===== src/rtl/booth_mul_seq.sv =====
// booth_mul_seq: sequential radix-2 Booth multiplier built around booth_substep.
// Operands arrive through an in_valid/in_ready handshake, the product leaves
// through an out_valid/out_ready handshake.
// Optional configuration macro: BOOTH_TWO_STEP_EN chains two substeps per
// clock, halving the number of compute cycles with bit-identical results.

// One radix-2 Booth step: conditional add/subtract of the multiplicand into
// the accumulator, then an arithmetic right shift of {acc, q, q_m1}.
module booth_substep #(
    parameter int W = 9
) (
    input  logic [W-1:0] acc,
    input  logic [W-1:0] q,
    input  logic         q_m1,
    input  logic [W-1:0] b,
    output logic [W-1:0] acc_next,
    output logic [W-1:0] q_next,
    output logic         q_m1_next
);

    logic [W-1:0] sum;

    // Booth recoding of the pair {q[0], q_m1} followed by the arithmetic shift
    always_comb begin
        sum = acc;
        case ({q[0], q_m1})
            2'b01:   sum = acc + b;
            2'b10:   sum = acc - b;
            default: sum = acc;
        endcase
        acc_next  = {sum[W-1], sum[W-1:1]};
        q_next    = {sum[0], q[W-1:1]};
        q_m1_next = q[0];
    end

endmodule

module booth_mul_seq #(
    parameter int N = 8
) (
    input  logic           clk,
    input  logic           rst,
    input  logic           in_valid,
    output logic           in_ready,
    input  logic [N-1:0]   a,
    input  logic [N-1:0]   b,
    output logic           out_valid,
    input  logic           out_ready,
    output logic [2*N-1:0] product
);

    // The datapath is one bit wider than the operands so that acc - B cannot
    // overflow when b is the most negative value. The two-step build rounds
    // the width up to even so every cycle performs exactly two steps.
`ifdef BOOTH_TWO_STEP_EN
    localparam int W   = ((N % 2) == 1) ? (N + 1) : (N + 2);
    localparam int SPC = 2;
`else
    localparam int W   = N + 1;
    localparam int SPC = 1;
`endif
    localparam int STEPS = W;
    localparam int CW    = $clog2(STEPS + 1);

    localparam logic [CW-1:0] LAST_CNT = CW'(STEPS - SPC);
    localparam logic [CW-1:0] CNT_INC  = CW'(SPC);

    typedef enum logic [1:0] {
        IDLE,
        RUN,
        DONE
    } state_t;

    state_t state;
    state_t next_state;

    logic [W-1:0]  acc_r;
    logic [W-1:0]  q_r;
    logic          q_m1_r;
    logic [W-1:0]  b_r;
    logic [CW-1:0] cnt_r;

    logic load;
    logic step;

    logic [W-1:0] acc_s1;
    logic [W-1:0] q_s1;
    logic         q_m1_s1;

    logic [W-1:0] acc_step;
    logic [W-1:0] q_step;
    logic         q_m1_step;

    booth_substep #(.W(W)) u_step1 (
        .acc       (acc_r),
        .q         (q_r),
        .q_m1      (q_m1_r),
        .b         (b_r),
        .acc_next  (acc_s1),
        .q_next    (q_s1),
        .q_m1_next (q_m1_s1)
    );

`ifdef BOOTH_TWO_STEP_EN
    // The second substep consumes the first one's results in the same cycle
    booth_substep #(.W(W)) u_step2 (
        .acc       (acc_s1),
        .q         (q_s1),
        .q_m1      (q_m1_s1),
        .b         (b_r),
        .acc_next  (acc_step),
        .q_next    (q_step),
        .q_m1_next (q_m1_step)
    );
`else
    assign acc_step  = acc_s1;
    assign q_step    = q_s1;
    assign q_m1_step = q_m1_s1;
`endif

    // State register
    always_ff @(posedge clk) begin
        if (rst) begin
            state <= IDLE;
        end else begin
            state <= next_state;
        end
    end

    // Next-state and handshake decode; the handshake outputs depend on state only
    always_comb begin
        next_state = state;
        in_ready   = 1'b0;
        out_valid  = 1'b0;
        load       = 1'b0;
        step       = 1'b0;
        case (state)
            IDLE: begin
                in_ready = 1'b1;
                if (in_valid) begin
                    load       = 1'b1;
                    next_state = RUN;
                end
            end
            RUN: begin
                step = 1'b1;
                if (cnt_r == LAST_CNT) begin
                    next_state = DONE;
                end
            end
            DONE: begin
                out_valid = 1'b1;
                if (out_ready) begin
                    next_state = IDLE;
                end
            end
            default: begin
                next_state = IDLE;
            end
        endcase
    end

    // Operand capture on acceptance, then one (or two) Booth steps per RUN cycle
    always_ff @(posedge clk) begin
        if (rst) begin
            acc_r  <= '0;
            q_r    <= '0;
            q_m1_r <= 1'b0;
            b_r    <= '0;
            cnt_r  <= '0;
        end else if (load) begin
            acc_r  <= '0;
            q_r    <= {{(W-N){a[N-1]}}, a};
            q_m1_r <= 1'b0;
            b_r    <= {{(W-N){b[N-1]}}, b};
            cnt_r  <= '0;
        end else if (step) begin
            acc_r  <= acc_step;
            q_r    <= q_step;
            q_m1_r <= q_m1_step;
            cnt_r  <= cnt_r + CNT_INC;
        end
    end

    // The top 2W-2N bits of {acc, q} are sign extension only and are dropped
    assign product = (2*N)'({acc_r, q_r});

endmodule


===== config.mk =====
export PLATFORM = sky130hd
export DESIGN_NAME = booth_mul_seq
export DESIGN_NICKNAME = d
export VERILOG_FILES = /design/src/rtl/booth_mul_seq.sv
export SDC_FILE = /design/constraint.sdc
export NUM_CORES = 1
export LEC_CHECK = 0
export CORE_UTILIZATION = 28
export DETAILED_ROUTE_END_ITERATION = 8
export PLACE_DENSITY = 0.53
export SLEW_MARGIN = 20
export SYNTH_ARGS = -nofsm -noshare
export SYNTH_HDL_FRONTEND = slang
export SYNTH_SLANG_ARGS = --single-unit

===== constraint.sdc =====
create_clock -name clk -period 7.65 [get_ports clk]
set_clock_uncertainty 0.1 [all_clocks]
set_input_delay 2.295 -clock clk [delete_from_list [all_inputs] [get_ports clk]]
set_output_delay 2.295 -clock clk [all_outputs]
set_load 0.01 [all_outputs]

======== Yosys cells after proc, flatten, opt, wreduce, memory -nomap -nowiden ========
Cells that the tools add are included.
Widths: inputs -> output; s select.
word-level totals
  bits of input ports ..................... 20
  logic and storage cells ................. 33
  register bits ........................... 32
  output and inout bits ................... 18
  memory bits (read-only) ................. 0
  memories kept ........................... 0
  bits in latches ......................... 0
  bits in writable memories ............... 0
cells by class
  $add $sub $neg .......................... 3
  shift-type cells ........................ 0
  magnitude comparators ................... 0
  mux-type cells .......................... 12
  eq/ne operators ......................... 8
  div/mod/pow operators ................... 0
  multipliers ............................. 0
  reduce and logical (&&, ||, !) cells .... 4
  bitwise logic cells ..................... 0
operator list
  operator             count
  $mux 9               2
  $pmux 9 s2           1
  $add 8x8->9          1
  $sub 8x8->9          1
  $mux 2               3
  $ne 2x2->1 const B   3
  $pmux 2 s3           1
  $mux 1               5
  $add 4x1->4 const B  1
  $eq 2x1->1 const B   2
  $eq 2x2->1 const B   2
  $eq 4x4->1 const B   1
  $reduce_and 3->1     1
  $logic_not 2->1      1
  $reduce_bool 2->1    1
  $reduce_or 2->1      1

======== Depth between registers and ports, before layout ========
  depth in word-level cells ............... 4
  depth in mapped cells ................... 12
  mapped depth without buffers ............ 12

======== Cells and area by module ========
A second synthesis with hierarchy kept.
unflattened totals
  cell total of the unflattened synthesis .. 274
  area total of the unflattened synthesis .. 2238.4 um^2
by module, submodules not included
  module         times used  area an instance (um^2)  seq. area each (um^2)  cells an instance
  booth_mul_seq  1           1496.4                   660.6                  171
  booth_substep  1           742.0                    0.0                    103

======== Worst setup path before layout ========
Ideal clock, no wire load.
  kind .................................... input port to flip-flop
  start ................................... input in_valid
  end ..................................... register q_r[8]
  setup time .............................. 74 ps
  path buffers ............................ 1
  stages .................................. 5
  slack ................................... 4316 ps
  data required time ...................... 7476 ps
  arrival time ............................ 3160 ps
  path through ............................ and2_1 -> buf_2 -> nor2_1 -> nand2_1 -> a31oi_1
between the ends
  word-level cells in the longest chain between the ends .. 3
  elaborated cells between the ends (all ways) .. 4
  classes of those cells .................. mux (3); reduce/logical (1)
ends and longest elaborated chain
  item                                         RTL line  RTL
  start, declared                              43        input logic in_valid,
  $mux 1 (*)                                   140       if (in_valid) begin
  $mux 1 (*)                                   137       case (state)
  $mux 9 or $reduce_bool 2->1 (tied branches)  -
  end signal, assigned                         173       q_r <= {{(W-N){a[N-1]}}, a};
  end signal, assigned                         179       q_r <= q_step;
  end, declared                                78        logic [W-1:0] q_r;
Every way passes the cells marked *; elsewhere a longest branch is shown, timed or not.
A chain may end at the register's enable or synchronous reset.

======== Worst setup path in the final report ========
Ends and elaborated chain as after synthesis.

==> reports/results.tsv <==
stage	metric	value	unit
status	outcome	finished with violations	
status	failing checks	design-rule violations	
grt	largest net degree at the start of global routing	22	
detailed_routing	top routing layer used	met4	
setup_path	Worst Path Required	7.67	ns
placed_design	RD Place Congestion	0.7251	
synth	Yosys cell types	37	
timing	Slew HR	0.3991	
timing	post-route setup TNS	0	ns
timing	RSZ-0062 raised after global routing	false	
synth	Post-Synthesis Mean Instance Area	8.069	um^2
timing	Finish-stage setup viols	0	
placed_design	DP HPWL	3.120	mm
power_and_ir_drop	register share of total power	0.389	
synth	Synth Area in XOR/XNOR	0.05979	
synth	largest family of logic cells by synthesized area	simple AND/OR/NAND/NOR gates	
synth	Yosys Warn Count	0	
hold_path	Hold Path Class	register to register	
synth	Mapped Nets	269	
hold_path	Hold Path Depth	2	
clocking	H-tree depth	2	
detailed_routing	met2 routed WL	1.908	mm
synth	Post-synth ARST share	0	
grt	vias in the first global route	1578	
grt	initial antenna violation count	0	
clocking	cts bufs inserted	5	
detailed_routing	DR pass1 iterations	6	
finish	NumNets Final	296	
detailed_routing	DRT Wirelength	4.316	mm
finish	Ant. Diodes	0	
finish	footprint of the multi-input gates	0.001135	mm^2
floorplanning	Die Height	84.47	um
setup_path	Crit Path Max Fanout	18	
synth	post-synthesis simple-gate area fraction	0.2122	
timing	Tcrit/Tclk final	0.5178	
timing	final period demand of the worst path	3.961	ns
setup_path	Critical path origin	in_valid	
synth	post-synthesis compound-gate area fraction	0.2030	
detailed_routing	Via Count	1641	
clocking	Worst-path clk slew	0.07	ns
clocking	CTS tree	done	
setup_path	R2R depth	10	
placed_design	Buffers on Ports	37	
floorplanning	Initial Utilization	0.2948	
setup_path	FF-to-FF setup slack	4.93	ns
synth	Yosys top cell by area	dfxtp_1	
power_and_ir_drop	pwr dens	199.0	mW/mm^2
finish	post-route cell area	0.002391	mm^2
synth	Synth Instances	236	
setup_path	critical path capture point type	register	
finish	fraction of layout cells with a size suffix above 1	0.04545	
finish	area grow syn2layout	25.56	%
clocking	clock sink count	32	
setup_path	FF-to-FF End	acc_r[7]	
placed_design	pre-CTS setup slack	3.350	ns
clocking	Hold Buf Count CTS	0	
timing	Worst Tran Pin Value	0.8985	ns
synth	Main synth FF type	dfxtp_1	
grt	GRT Util Overall	0.1292	
timing	Setup WS post-layout	3.689	ns
setup_path	Critical Path Start Type	input port	
grt	first-pass GRT wire length	7.376	mm
detailed_routing	DR iter-0 viols	106	
synth	top cell type's share of synthesized area	0.3364	
clocking	CTS max path bufs	2	
floorplanning	io pins	38	
setup_path	Worst EP arrival	3.99	ns
synth	Synth Cell Area	0.001904	mm^2
setup_path	Crit Path Class	input port to register	
clocking	Post-CTS Setup Bufs	0	
detailed_routing	antenna-violating nets left	0	
detailed_routing	DRC viols	1	
detailed_routing	WL/cell	12.66	um
power_and_ir_drop	VDD IR max	0.09874	mV
detailed_routing	met1 WL	2.182	mm
finish	FF+latch area	640.6	um^2
setup_path	RR Startpoint	b_r[2]	
clocking	Root Driver	clkbuf_8	
power_and_ir_drop	sw frac	0.3002	
timing	FMAX	252.5	MHz
floorplanning	Die X	84.47	um
floorplanning	Core ar.	0.006459	mm^2
floorplanning	Std-Cell Rows	29	
floorplanning	die area	0.007135	mm^2
clocking	worst-skew pair later-pin latency	0.28	ns
power_and_ir_drop	Comb power frac	0.265	
setup_path	worst setup path endpoint	q_r[8]	
power_and_ir_drop	Clock power frac	0.346	
run	max-cap violation count	0	
timing	Hold WS	0.3636	ns
detailed_routing	metal3 WL	195	um
setup_path	Crit-path slowest cell	and2_1	
synth	sequential fraction of the synthesis area	0.3364	
power_and_ir_drop	Int Power	333.0	uW
clocking	post_cts resized	0	
finish	Fill cells	704	
synth	Seq cells post-synth	32	
power_and_ir_drop	LEAKAGE	0.8617	nW
timing	Pins Over Slew Limit	0	
power_and_ir_drop	Net Sw Power	142.8	uW
setup_path	critical path, cell by cell	clkdlybuf4s50_1 > and2_1 > nor2_1 > nand2_1 > a31oi_1	
timing	Final Hold Fails	0	
synth	mux share of post-synthesis cell area	0.03154	
detailed_routing	Via-to-Cell Ratio	4.812	
setup_path	CP max stage delay	0.64	ns
synth	synth top area cells	dfxtp_1, nand2_1, ha_1	
placed_design	placed cell areas	0.002280	mm^2
synth	post-synthesis adder-cell area fraction	0.08936	
grt	grt total ovfl	0	
synth	Post-synth EDFFs	0	
## stage by stage
step / cells / total power, mW / utilization
floorplan: 236 / 0.2789 / -
global placement: 333 / 0.3156 / 0.3530
detailed placement: 333 / 0.3162 / 0.3530
CTS: 341 / 0.4854 / 0.3702
global route: 341 / 0.5065 / 0.3702
finish: 341 / 0.4758 / 0.3702
## kinds of logic after synthesis
logic type	Yosys count
AND/OR/NAND/NOR	85
flip-flops	32
buffers and inverters	26
adder cells (fa/ha/maj)	13
AO/OA/AOI/OAI	61
XOR/XNOR	13
multiplexers	6
## layer usage
layer	up-vias	track usage
met4	0	0.03698
met5	-	0
met3	2	0.04228
met1	751	0.1732
li1	863	-
met2	25	0.1990
## cell type report
cell class	count	share of cell area
clock buffers	5	0.02878
clock inverters	3	0.01779
inverters	8	0.01256
multi-input cells	178	0.4746
flip-flops and latches	32	0.2679
well taps	77	0.04029
repair buffers	38	0.1580
## state kept, by name, indices dropped and copies added, names as in the netlist
name and flops:
b_r 8, acc_r 8, cnt_r 4, q_m1_r 1
q_r 9, state 2
## worst max-delay path, delay by kind of cell
kind	cells	cell delay, ns
simple gates	3	1.12
buf+inv	1	0.49
compound gates	1	0.08
## power groups by stage
stage	sequential [mW]	clock, mW	combinational [mW]
4_1_cts	0.185	0.172	0.128
3_3_place_gp	0.189	0	0.126
3_5_place_dp	0.189	0	0.127
2_1_floorplan	0.188	0	0.0911
5_1_grt	0.186	0.179	0.142
6_report	0.185	0.165	0.126
## Yosys cell counts, types with 2 or more instances
| master | count |
|---|---|
| dfxtp_1 | 32 |
| ha_1 | 12 |
| nor3_1 | 2 |
| buf_4 | 8 |
| inv_1 | 8 |
| xnor2_1 | 10 |
| nand2b_1 | 5 |
| a21oi_1 | 29 |
| o21ai_0 | 10 |
| a31oi_1 | 3 |
| a211oi_1 | 4 |
| o211ai_1 | 2 |
| nor2_1 | 22 |
| and4b_1 | 2 |
| nor2b_1 | 3 |
| nor3b_1 | 2 |
| mux2i_1 | 6 |
| nand2_1 | 41 |
| a22oi_1 | 7 |
| clkbuf_1 | 9 |
| xor2_1 | 3 |
## worst min path at each step
stage	slack, ns	start	to
finish	0.36	q_m1_r	q_m1_r
detailed placement	0.35	q_m1_r	q_m1_r
global placement	0.35	q_m1_r	q_m1_r
floorplan	0.34	q_m1_r	q_m1_r
CTS	0.36	q_m1_r	q_m1_r
global route	0.40	q_r[6]	q_r[6]
## cell usage in the layout, fill, tap and decap left out, types with 2 or more instances in the layout
cell             count
nand2b_1             5
mux2i_1              6
nor3b_1              2
dfxtp_1             32
clkbuf_8             5
o21ai_0             10
nor2_1              22
o211ai_1             2
xnor2_1             10
inv_1                8
a22oi_1              7
ha_1                12
nor3_1               2
nor2b_1              3
nand2_1             41
and4b_1              2
a211oi_1             4
xor2_1               3
a21oi_1             29
clkdlybuf4s50_1     37
a31oi_1              3
Note: power is estimated with default switching activity, not from simulation.
==> patch, RTL diff (same flow settings) <==
Change the parameter `N` from 8 to 16.
--- a/src/rtl/booth_mul_seq.sv
+++ b/src/rtl/booth_mul_seq.sv
@@ -36,7 +36,7 @@
 endmodule
 
 module booth_mul_seq #(
-    parameter int N = 8
+    parameter int N = 16
 ) (
     input  logic           clk,
     input  logic           rst,
Interface: changed (resized a, b and product); port bits go from 38 to 70. No check against the original RTL was run, so the function may have changed too.
==> patch against the unedited design <==
- setup slack worse by 0.12 ns
- area after synthesis up 87%
- design area up 90%
- sequential cell count increased by 25
- via count grew 97%
- register-to-register slack got worse by 0.68 ns
- wire length up 110%
- critical path depth up 1
- die area rose by 84%
- total power up 110%
- non-clock buffer count up 35
- cell count up 97%
- critical path type unchanged
- largest cell class unchanged
==> patch: results (changes against the unedited design) <==
| Metric | Value |
|---|---|
| Status | finished, final reports clean (was finished, violations left) |
| Synth top area cells | dfxtp_1, a21oi_1, nand2_1 (was dfxtp_1, nand2_1, ha_1) |
| Worst skew pair latency | 0.33 ns (was 0.28 ns) |
| CP Max Fanout | 35 (was 18) |
| Port buffer count | 69 (was 37) |
| Hpwl dp | 6.56 mm (was 3.12 mm) |
| Pint | 0.663 mW (was 0.333 mW) |
| Total Routing Usage GR | 0.147 (was 0.129) |
| Syn nets | 512 (was 269) |
| H-tree depth | 3 (was 2) |
| DR vias | 3236 (was 1641) |
| Post-synthesis sequential area ratio | 0.321 (was 0.336) |
| Final #Nets | 557 (was 296) |
| Worst flop-to-flop path endpoint | acc_r[15]$_SDFFE_PP0P_ (was acc_r[7]$_SDFFE_PP0P_) |
| Largest net degree at the start of global routing | 49 (was 22) |
| Total CTS buffers | 9 (was 5) |
| DRT iter0 DRCs | 115 (was 106) |
| Peak supply drop | 0.0808 mV (was 0.0987 mV) |
| Yosys cell types | 45 (was 37) |
| Max-Slew Margin vs Limit | 0.436 (was 0.399) |
| First-pass GRT wire length | 15.2 mm (was 7.38 mm) |
| Synth Instances | 455 (was 236) |
| First drt pass iteration count | 5 (was 6) |
| GPL Wtd Cong | 0.817 (was 0.725) |
| Setup WS post-layout | 3.57 ns (was 3.69 ns) |
| WP data arrival | 4.23 ns (was 3.99 ns) |
| Biggest regs | q_r: 17 flops, acc_r: 16 flops, b_r: 16 flops (was q_r: 9 flops, acc_r: 8 flops, b_r: 8 flops) |
| CTS root buf | clkbuf_16 (was clkbuf_8) |
| R2r setup slk | 4.25 ns (was 4.93 ns) |
| Post-Route WL | 9.04 mm (was 4.32 mm) |
| Final non-filler cell total | 673 (was 341) |
| Slowest CP cell | nor2_1 (was and2_1) |
| Place WS | 3.15 ns (was 3.35 ns) |
| FF-to-FF path depth | 11 (was 10) |
| Worst hold stages | 2 (unchanged) |
| Commonest cells post-synth | nand2_1, a21oi_1, dfxtp_1 (was nand2_1, dfxtp_1, a21oi_1) |
| Placed cell count | 657 (was 333) |
| Minimum hold slack | 0.362 ns (was 0.364 ns) |
| Vias in the first global route | 3123 (was 1578) |
==> patch: cell types whose count changed after synthesis, sizes merged, moves of 10 or more <==
cell    before  now
a21oi       29   66
nand2       41   76
dfxtp       32   57
nor2        23   36
buf          9   19
clkbuf       9   19
==> patch: per-stage QoR <==
stage	instance area (sq um)	total power [mW]
after global routing	4540	1.04
after floorplan	3560	0.538
after detailed placement	4260	0.617
after CTS	4540	0.994
final	4540	0.985
after global placement	4260	0.613
==> patch: per-layer routing <==
metal	share of wire	track usage	up-vias
li1	-	-	1677
met1	0.49	0.196	1476
met2	0.45	0.233	76
met3	0.051	0.0296	7
met4	0.013	0.0545	0
met5	0	0	-
==> patch: kinds of logic after synthesis <==
family	synth area share
fa+ha+maj	0.0760
compound gates	0.222
simple gates	0.202
buf+inv	0.0809
mux	0.0285
xor+xnor	0.0690
flops	0.321
==> patch: power groups by stage <==
| stage | combinational, mW | sequential [mW] | clock, mW |
|---|---|---|---|
| after floorplan | 0.201 | 0.336 | 0 |
| after global placement | 0.274 | 0.339 | 0 |
| after detailed placement | 0.277 | 0.339 | 0 |
| after CTS | 0.279 | 0.333 | 0.383 |
| after global routing | 0.311 | 0.336 | 0.397 |
| final | 0.277 | 0.333 | 0.375 |
==> patch: tightest hold or removal path: stages, from the launching register on <==
cell and delay, ns:
dfxtp_1 0.31, nand2_1 0.05, a21oi_1 0.06
==> patch: area by class of cell <==
| class | count | area (sq um) |
|---|---|---|
| well taps | 168 | 210 |
| flip-flops and latches | 57 | 1140 |
| fillers | 1298 | 7670 |
| clock inverters | 7 | 53.8 |
| clock buffers | 9 | 225 |
| multi-input cells | 345 | 2140 |
| inverters | 14 | 52.6 |
| repair buffers | 73 | 721 |
==> patch: worst max-delay path by stage <==
stage                     startpoint                endpoint  cells past startpoint
after floorplan             in_valid     q_r[0]$_SDFFE_PP0P_                      6
after global placement      in_valid     q_r[5]$_SDFFE_PP0P_                      6
after global routing        in_valid  acc_r[11]$_SDFFE_PP0P_                      6
after detailed placement    in_valid     q_r[8]$_SDFFE_PP0P_                      6
after CTS                   in_valid     q_r[8]$_SDFFE_PP0P_                      6
final                       in_valid  acc_r[14]$_SDFFE_PP0P_                      6
